--- src/rtl/ahb_bus_arbiter.sv ---
// ahb_bus_arbiter: round-robin arbiter sharing one AHB slave port among NUM_M masters.
// Latency: request->grant 1 cycle from idle, 2 cycles after a completed transfer (one REARB gap).
// Backpressure: hready_s2m low stretches the data phase; the grant is held until it rises.
//
// Optional feature macro: AHB_ARB_TIMEOUT_EN (grant-to-address watchdog, pulses arb_timeout).
//
// Ports:
//   clk, rstn                      clock, async active-low reset
//   hbusreq_m2h / haddr_ctrl_m2h   per-master request / address-phase valid
//   hwrite_m2h, haddr_m2h,
//   hwdata_m2h                     per-master write flag, address, write data (32b each, packed)
//   hgrant_h2m                     registered one-hot grant
//   hready_s2m                     slave ready, ends the data phase
//   haddr_h2s, haddr_ctrl_h2s,
//   hwrite_h2s, hwdata_h2s         muxed slave-side signals
//   hmaster                        current grant / data-phase owner
//   arb_timeout                    1-cycle pulse when a grant is revoked by the watchdog
module ahb_bus_arbiter #(
  parameter int NUM_M       = 2,
  parameter int TIMEOUT_CYC = 16
) (
  input  logic                 clk,
  input  logic                 rstn,
  input  logic [NUM_M-1:0]     hbusreq_m2h,
  input  logic [NUM_M-1:0]     haddr_ctrl_m2h,
  input  logic [NUM_M-1:0]     hwrite_m2h,
  input  logic [32*NUM_M-1:0]  haddr_m2h,
  input  logic [32*NUM_M-1:0]  hwdata_m2h,
  output logic [NUM_M-1:0]     hgrant_h2m,
  input  logic                 hready_s2m,
  output logic [31:0]          haddr_h2s,
  output logic                 haddr_ctrl_h2s,
  output logic                 hwrite_h2s,
  output logic [31:0]          hwdata_h2s,
  output logic [1:0]           hmaster,
  output logic                 arb_timeout
);

  if (NUM_M < 2 || NUM_M > 4) begin : g_num_m_check
    $error("ahb_bus_arbiter: NUM_M must be in 2..4");
  end

  typedef enum logic [1:0] {ARB_IDLE, ARB_GRANT, ARB_DATA, ARB_REARB} arb_state_e;

  arb_state_e        state_q;
  logic [NUM_M-1:0]  hgrant_q;
  logic [1:0]        hmaster_q;
  logic [1:0]        rr_ptr_q;

  // Per-master inputs padded to 4 entries so a 2-bit index is always in range.
  logic [3:0]        req4;
  logic [3:0]        ctrl4;
  logic [3:0]        wr4;
  logic [3:0][31:0]  addr4;
  logic [3:0][31:0]  wdata4;

  always_comb begin
    req4   = '0;
    ctrl4  = '0;
    wr4    = '0;
    addr4  = '0;
    wdata4 = '0;
    for (int i = 0; i < NUM_M; i++) begin
      req4[i]   = hbusreq_m2h[i];
      ctrl4[i]  = haddr_ctrl_m2h[i];
      wr4[i]    = hwrite_m2h[i];
      addr4[i]  = haddr_m2h[32*i +: 32];
      wdata4[i] = hwdata_m2h[32*i +: 32];
    end
  end

  // First requester at or after rr_ptr, searched cyclically.
  logic       pick_vld_d;
  logic [1:0] pick_d;
  logic [2:0] idx;

  always_comb begin
    pick_vld_d = 1'b0;
    pick_d     = '0;
    idx        = '0;
    for (int k = 0; k < NUM_M; k++) begin
      idx = {1'b0, rr_ptr_q} + 3'(k);
      if (idx >= 3'(NUM_M)) idx = idx - 3'(NUM_M);
      if (!pick_vld_d && req4[idx[1:0]]) begin
        pick_vld_d = 1'b1;
        pick_d     = idx[1:0];
      end
    end
  end

  logic [NUM_M-1:0] grant_onehot_d;
  logic [1:0]       rr_next_d;

  assign grant_onehot_d = {{(NUM_M-1){1'b0}}, 1'b1} << pick_d;
  // The last owner drops to lowest priority.
  assign rr_next_d = (hmaster_q == 2'(NUM_M-1)) ? 2'd0 : hmaster_q + 2'd1;

`ifdef AHB_ARB_TIMEOUT_EN
  localparam int TMO_W = $clog2(TIMEOUT_CYC + 1);
  logic [TMO_W-1:0] tmo_cnt_q;
  logic             arb_timeout_q;
`endif

  always_ff @(posedge clk or negedge rstn) begin
    if (!rstn) begin
      state_q       <= ARB_IDLE;
      hgrant_q      <= '0;
      hmaster_q     <= '0;
      rr_ptr_q      <= '0;
`ifdef AHB_ARB_TIMEOUT_EN
      tmo_cnt_q     <= '0;
      arb_timeout_q <= 1'b0;
`endif
    end else begin
`ifdef AHB_ARB_TIMEOUT_EN
      // Counter only advances while waiting in ARB_GRANT; zero everywhere else.
      tmo_cnt_q     <= '0;
      arb_timeout_q <= 1'b0;
`endif
      case (state_q)
        // ARB_REARB entry already cleared the grant, so this cycle shows all-zero.
        ARB_IDLE, ARB_REARB: begin
          if (pick_vld_d) begin
            hgrant_q  <= grant_onehot_d;
            hmaster_q <= pick_d;
            state_q   <= ARB_GRANT;
          end else begin
            state_q   <= ARB_IDLE;
          end
        end
        ARB_GRANT: begin
          if (ctrl4[hmaster_q]) begin
            state_q  <= ARB_DATA;
          end else if (!req4[hmaster_q]) begin
            hgrant_q <= '0;
            state_q  <= ARB_REARB;
          end
`ifdef AHB_ARB_TIMEOUT_EN
          else if (tmo_cnt_q == TMO_W'(TIMEOUT_CYC - 1)) begin
            hgrant_q      <= '0;
            arb_timeout_q <= 1'b1;
            rr_ptr_q      <= rr_next_d;
            state_q       <= ARB_REARB;
          end else begin
            tmo_cnt_q <= tmo_cnt_q + TMO_W'(1);
          end
`endif
        end
        ARB_DATA: begin
          // Request deassert here is ignored: the transfer always completes.
          if (hready_s2m) begin
            hgrant_q <= '0;
            rr_ptr_q <= rr_next_d;
            state_q  <= ARB_REARB;
          end
        end
        default: state_q <= ARB_IDLE;
      endcase
    end
  end

  logic grant_any;
  assign grant_any = |hgrant_q;

  assign hgrant_h2m     = hgrant_q;
  assign hmaster        = hmaster_q;
  assign haddr_h2s      = grant_any ? addr4[hmaster_q] : 32'h0;
  // Only the owner's single address phase in ARB_GRANT reaches the slave.
  assign haddr_ctrl_h2s = grant_any && (state_q == ARB_GRANT) && ctrl4[hmaster_q];
  assign hwrite_h2s     = grant_any ? wr4[hmaster_q] : 1'b0;
  assign hwdata_h2s     = (state_q == ARB_DATA) ? wdata4[hmaster_q] : 32'h0;

`ifdef AHB_ARB_TIMEOUT_EN
  assign arb_timeout = arb_timeout_q;
`else
  assign arb_timeout = 1'b0;
`endif

endmodule

--- config.mk ---
export PLATFORM = sky130hd
export DESIGN_NAME = ahb_bus_arbiter
export DESIGN_NICKNAME = d
export VERILOG_FILES = /design/src/rtl/ahb_bus_arbiter.sv
export SDC_FILE = /design/constraint.sdc
export NUM_CORES = 1
export LEC_CHECK = 0
export CORE_AREA = 2 2 80 82
export CTS_BUF_LIST = sky130_fd_sc_hd__clkbuf_8
export DETAILED_ROUTE_END_ITERATION = 8
export DIE_AREA = 0 0 82 84
export MAX_ROUTING_LAYER = met4
export PLACE_DENSITY = 0.82
export SETUP_SLACK_MARGIN = 0.5
export SYNTH_ARGS = -nofsm -noshare
export SYNTH_HDL_FRONTEND = slang
export SYNTH_SLANG_ARGS = --single-unit
--- constraint.sdc ---
create_clock -name clk -period 1.95 [get_ports clk]
set_input_delay 0.4875 -clock clk [delete_from_list [all_inputs] [get_ports clk]]
set_output_delay 0.4875 -clock clk [all_outputs]
set_load 0.02 [all_outputs]
==> out/results.txt, run 1 <==
Chip Height - 84 um
Critical Path RT - 1460 ps
Drt first pass iters - 4
Ant diodes - 0
Layout Area Growth over Synthesis - 248.5%
Share of the synthesized area in the top cell type - 0.4463
Setup TNS - -2230 ps
Mean Syn Cell Area - 7.552 sq um
Critical Path Max Stage Delay - 490 ps
Clk network pwr share - 0.029
Final critical-path required period - 2103 ps
Via density - 4.807
Pwr/cell area - 1423 nW/um^2
Data arrival, critical path - 1620 ps
Synth Net Count - 335
CP dominant cell by count - buf_12
DRC errors left - 0
CTS Buffer Depth - 2
Clock root buffer master - clkbuf_8
Kind of critical path - register to output pin
Max-cap violations - 0
Reg2reg start - hmaster[0]
Largest cells by area after synthesis - mux2i_1, nor2_1, dfrtp_1
Num CTS Buffers - 3
Vias in the first global route - 2650
Clock slew at reported path FFs - 50 ps
Sw Share - 0.4512
Initial antenna violation count - 0
Peak supply drop - 0.001050 V
Count of final setup violators - 48
Core area - 6096 sq um
Initial Util - 0.2428
Hold/Removal Path Class - primary input to asynchronous set/reset pin
Critical Path Start Type - register
Crit share post-route - 1.079
RSZ-0062 raised after global routing - true
Max Fclk - 475.4 MHz
R2R cell count - 10
Fin. max-slew vios - 0
Register area share after synthesis - 0.1352
Post-route setup slack - -153.4 ps
Die ar. - 6888 sq um
Number of I/O pins - 208
Grt ovf - 0
Combinational group share of total power - 0.931
Worst skew pair latency - 240 ps
Synth warn - 0
CTS Sinks - 8
Global-route wire length before repair - 14360 um
Hold-fix buffers at CTS - 0
Core Util, Final - 0.8463
# fillers - 320
Status - finished with violations
Largest net degree at the start of global routing - 13
RR Endpoint - state_q[1]
Final WL - 10500 um
Nets@finish - 572
Int Power - 0.004028 W
LEAKAGE - 1.998 nW
CP cell instances - buf_12 > buf_12 > clkbuf_16 > mux2i_1 > nor2_2 > buf_6
Unique masters post-synth - 29
Final Skew - 10.48 ps
Setup crit end kind - output pin
Register share of total power - 0.040
GPL Wtd Cong - 0.8383
Htree depth - 1
IO Port Bufs - 206
Final ANT Viol Nets - 0
DR WL/cell - 20.63 um
Yosys top cell by area - mux2i_1
Failing checks - negative setup slack
Syn Std Cell Area - 1480 sq um
Share of cells above drive strength 1 - 0.5741
TritonCTS clock tree - done
Worst R2R Setup Slack - 30 ps
Slowest cell on the critical path - dfrtp_4
Pwr Total - 0.007340 W
Row Count - 29
Drt first-iter violations - 46
Synth Instances - 196
Tot GR Track Use - 0.2846
Yosys reg bits - 8
Final Hold Vio Count - 0
Switching power - 0.003312 W
DP HPWL - 6626 um
Crit path max fanout - 6
Die Wd - 82 um
Via count - 2447
cells in the mapped netlist:
library cell and instances:
nor2_1 67, mux2i_1 66, dfrtp_1 8, buf_2 6
o21ai_0 6, nand2b_1 5, clkbuf_1 4, nand2_1 4
buf_1 3, inv_1 3, a21boi_0 2, a21oi_1 2
buf_4 2, ha_1 2, mux2_1 2, a211oi_1 1
a21o_1 1, a31oi_1 1, and2_1 1, and3_1 1
buf_6 1, conb_1 1, mux2_4 1, mux2i_2 1
nor3_1 1, nor3b_1 1, nor3b_2 1, o41ai_4 1
or2_2 1
cell type report:
type / instances / area, sq um / area share
Clock buffer: 3 / 41.29 / 0.008004
Clock inverter: 1 / 3.754 / 0.0007276
Inverter: 3 / 11.26 / 0.002183
Multi-Input combinational cell: 169 / 2118 / 0.4106
Sequential cell: 8 / 207.7 / 0.04026
Tap cell: 77 / 96.34 / 0.01868
Timing Repair Buffer: 248 / 2680 / 0.5195
cells in the final DEF, fill, tap and decap left out, types with 2 or more instances in the layout:
cell | Yosys | final
mux2i_4 | 0 | 42
mux2i_1 | 66 | 15
clkbuf_8 | 0 | 3
mux2i_2 | 1 | 10
nand2_1 | 4 | 3
nor2_4 | 0 | 35
o21ai_0 | 6 | 4
dfrtp_1 | 8 | 4
o21ai_1 | 0 | 2
buf_16 | 0 | 6
inv_1 | 3 | 4
buf_4 | 2 | 33
buf_12 | 0 | 9
nand2b_1 | 5 | 4
clkdlybuf4s50_1 | 0 | 136
mux2_4 | 1 | 2
buf_2 | 6 | 2
nor2_2 | 0 | 31
dfrtp_2 | 0 | 3
buf_6 | 1 | 60
stage by stage:
stage | cells | setup slack (ps) | hold WS [ps] | instance area, sq um
after global routing | 509 | -192.8 | 568.0 | 5159
after CTS | 508 | -72.76 | 504.8 | 5084
after global placement | 491 | -416.7 | 490.4 | 4292
after floorplan | 196 | 237.4 | 191.9 | 2004
after detailed placement | 491 | -443.8 | 496.5 | 4292
final | 509 | -153.4 | 540.3 | 5159
worst max-delay path by stage:
stage,startpoint,endpoint,slack [ps],depth (start not counted)
detailed placement,haddr_ctrl_m2h[1],haddr_ctrl_h2s,-440,4
global route,hmaster[0],hwdata_h2s[14],-190,6
floorplan,hmaster[0],haddr_h2s[13],240,5
finish,hmaster[0],hwdata_h2s[9],-150,6
global placement,haddr_ctrl_m2h[1],haddr_ctrl_h2s,-420,4
CTS,hmaster[0],hwdata_h2s[22],-70,6
per-layer routing:
| metal | up-vias | wire length [um] | part of all wire | GRT usage |
|---|---|---|---|---|
| met5 | - | 0 | 0 | - |
| met4 | 0 | 294 | 0.028 | 0.06061 |
| met3 | 26 | 770 | 0.073 | 0.05628 |
| met2 | 116 | 5964 | 0.57 | 0.5639 |
| met1 | 1157 | 3474 | 0.33 | 0.2718 |
| li1 | 1148 | - | - | - |
power by group through the flow:
stage	Clock (W)	Sequential (W)	Combinational, W
2_1_floorplan	0	0.000306	0.00324
3_3_place_gp	0	0.000323	0.00501
3_5_place_dp	0	0.000325	0.00510
4_1_cts	0.000215	0.000287	0.00660
5_1_grt	0.000223	0.000298	0.00714
6_report	0.000212	0.000292	0.00684
sequential cells by signal, summed over array words and instances (netlist names):
| name | cells |
|---|---|
| hgrant_h2m | 2 |
| hmaster | 2 |
| rr_ptr_q | 2 |
| state_q | 2 |
kinds of logic after synthesis:
group | share of synthesized area
flops | 0.1352
simple gates | 0.2308
mux | 0.4810
buf+inv | 0.06339
compound gates | 0.07017
fa+ha+maj | 0.01690
other cells | 0.002533
repair_timing:
item | 4_1_cts | 5_1_grt
cloned | 5 | 1
gates resized for setup | 485 | 16
pin swaps | 12 | 3
setup buffers | 8 | 0
endpoints found under the setup margin | 74 | 73
worst max-delay path, delay by kind of cell, from the launching register on:
family	cells	cell delay, ps
AND/OR/NAND/NOR	1	60
multiplexers	1	240
buffers and inverters	4	570
flip-flops	1	490
Power figures use the tool's default switching activity.
==> run 2: changes to the inputs <==
Settings changed: TNS_END_PERCENT set to 30.
==> out/results.txt, run 2 (same netlist as run 1, synthesis figures left out) <==
DP HPWL - 6377 um (-3.8%)
CTS Buffer Depth - 2 (unchanged)
Final WL - 9320 um (-11%)
Setup crit end kind - output pin
Commonest non-fill, non-tap cell in the layout - clkdlybuf4s50_1
DP Worst Slack - -434.6 ps (+9.183 ps)
Final ANT Viol Nets - 0 (unchanged)
Post-Layout Cell Count - 512 (+0.59%)
RSZ-0062 raised after global routing - true
Final Hold Vio Count - 0 (unchanged)
Reg2reg start - hmaster[0]
Fin. max-slew vios - 0 (unchanged)
Nets@finish - 576 (+0.70%)
Worst R2R Setup Slack - 120 ps (+90 ps)
Max-cap violations - 0 (unchanged)
Core area - 6096 sq um (unchanged)
Chip Height - 84 um (unchanged)
Hold Path End - rr_ptr_q[1]
Critical Path Start Type - register
Hold_ws - 511.7 ps (-28.54 ps)
Via density - 4.732 (-1.6%)
Initial Util - 0.2428 (unchanged)
Tot GR Track Use - 0.2556 (-0.02897)
Critical Path RT - 1460 ps (about the same)
R2R cell count - 7 (-3)
Global-route wire length before repair - 13210 um (-8.0%)
Initial antenna violation count - 0 (unchanged)
Crit path max fanout - 4 (-2)
Ant diodes - 0 (unchanged)
Final Skew - 2.133 ps (-8.351 ps)
Count of final setup violators - 5 (-90%)
Share of cells above drive strength 1 - 0.5632 (-0.01086)
CTS Sinks - 8 (unchanged)
Crit share post-route - 1.002 (-0.07680)
Placed insts - 498 (+1.4%)
Grt ovf - 0 (unchanged)
Max Fclk - 511.9 MHz (+7.7%)
Largest net degree at the start of global routing - 21 (+8)
Failing checks - negative setup slack
Number of I/O pins - 208 (unchanged)
Final critical-path required period - 1954 ps (-149.8 ps)
Htree depth - 1 (unchanged)
Hold/Removal Path Class - register to register
Cell count of the worst hold path - 2
Kind of critical path - register to output pin
Clock slew at reported path FFs - 40 ps (about the same)
Data arrival, critical path - 1470 ps (-150 ps)
Drt first-iter violations - 26 (-43%)
Num CTS Buffers - 3 (unchanged)
Status - finished with violations
Post-route setup slack - -3.597 ps (+149.8 ps)
Via count - 2423 (-0.98%)
TritonCTS clock tree - done
Die ar. - 6888 sq um (unchanged)
Row Count - 29 (unchanged)
RR Endpoint - state_q[1]
Peak supply drop - 0.0008362 V (-20%)
Crit path from - hmaster[0]
IO Port Bufs - 206 (unchanged)
DRC errors left - 0 (unchanged)
Die Wd - 82 um (unchanged)
Worst skew pair latency - 220 ps (-20 ps)
Layout Area Growth over Synthesis - 244.5%
Drt first pass iters - 4 (unchanged)
Hold_sp - rr_ptr_q[1]
Commonest cells after routing, fill and taps aside - clkdlybuf4s50_1, buf_6, nor2_4, mux2i_4, buf_4
Vias in the first global route - 2706 (+2.1%)
LEAKAGE - 1.991 nW (-0.32%)
Pwr/cell area - 1406 nW/um^2 (-1.2%)
GPL Wtd Cong - 0.8093 (-3.5%)
DR WL/cell - 18.20 um (-12%)
Setup TNS - -8.757 ps (+2221 ps)
Hold-fix buffers at CTS - 0 (unchanged)
Clock root buffer master - clkbuf_8
## run 2: changes by cell type in the layout (fill, tap and decap cells not counted), moves of 2 or more
cell             before  now
buf_4                33   37
dlygate4sd2_1         0    3
nor2_2               31   22
mux2i_4              42   40
clkdlybuf4s50_1     136  133
buf_16                6    4
buf_6                60   62
nor2_1                1    5
buf_2                 2    4
nor2_4               35   40
buf_12                9    5
## run 2: worst max path at each step
stage,endpoint,cells after the start
after floorplan,haddr_h2s[13],5
after global placement,haddr_ctrl_h2s,4
after detailed placement,haddr_ctrl_h2s,4
after CTS,hwdata_h2s[2],5
after global routing,hwdata_h2s[7],6
final,haddr_h2s[18],5
## run 2: worst max-delay path: stages, from the launching register on
cell,delay [ps]
dfrtp_4,490
buf_6,160
buf_6,150
mux2i_4,190
nor2_4,110
buf_4,140
## run 2: stage by stage
| stage | util | total power (W) | instance area (sq um) |
|---|---|---|---|
| finish | 0.8364 | 0.007170 | 5099 |
| global route | 0.8364 | 0.007503 | 5099 |
| CTS | 0.8077 | 0.006768 | 4923 |
| detailed placement | 0.7044 | 0.005436 | 4294 |
| global placement | 0.7044 | 0.005358 | 4294 |
| floorplan | - | 0.003473 | 1964 |
## run 2: cell type report
cell class                 instances  area (sq um)
timing repair buffer             251          2629
clock buffer                       3         41.29
sequential                         8         207.7
tap                               77         96.34
fill                             330         997.2
multi-input combinational        170          2113
inverter                           3         11.26
## run 2: timing repair
item	in CTS	in global routing
pin swaps	21	17
setup endpoints to repair	74	72
buffers inserted	5	1
cloned	3	2
gates resized for setup	483	25
## run 2: power by group
group	internal [W]	leakage, nW	switching (W)
registers	0.000241	0.0960	0.0000574
clock network	0.000133	0.0216	0.0000591
logic	0.00356	1.87	0.00312
## run 2: layer usage
metal	GRT usage	routed length [um]	up-vias
li1	-	-	1155
met1	0.2540	3263	1120
met2	0.4804	5120	128
met3	0.05736	687	20
met4	0.07576	250	0
met5	-	0	-
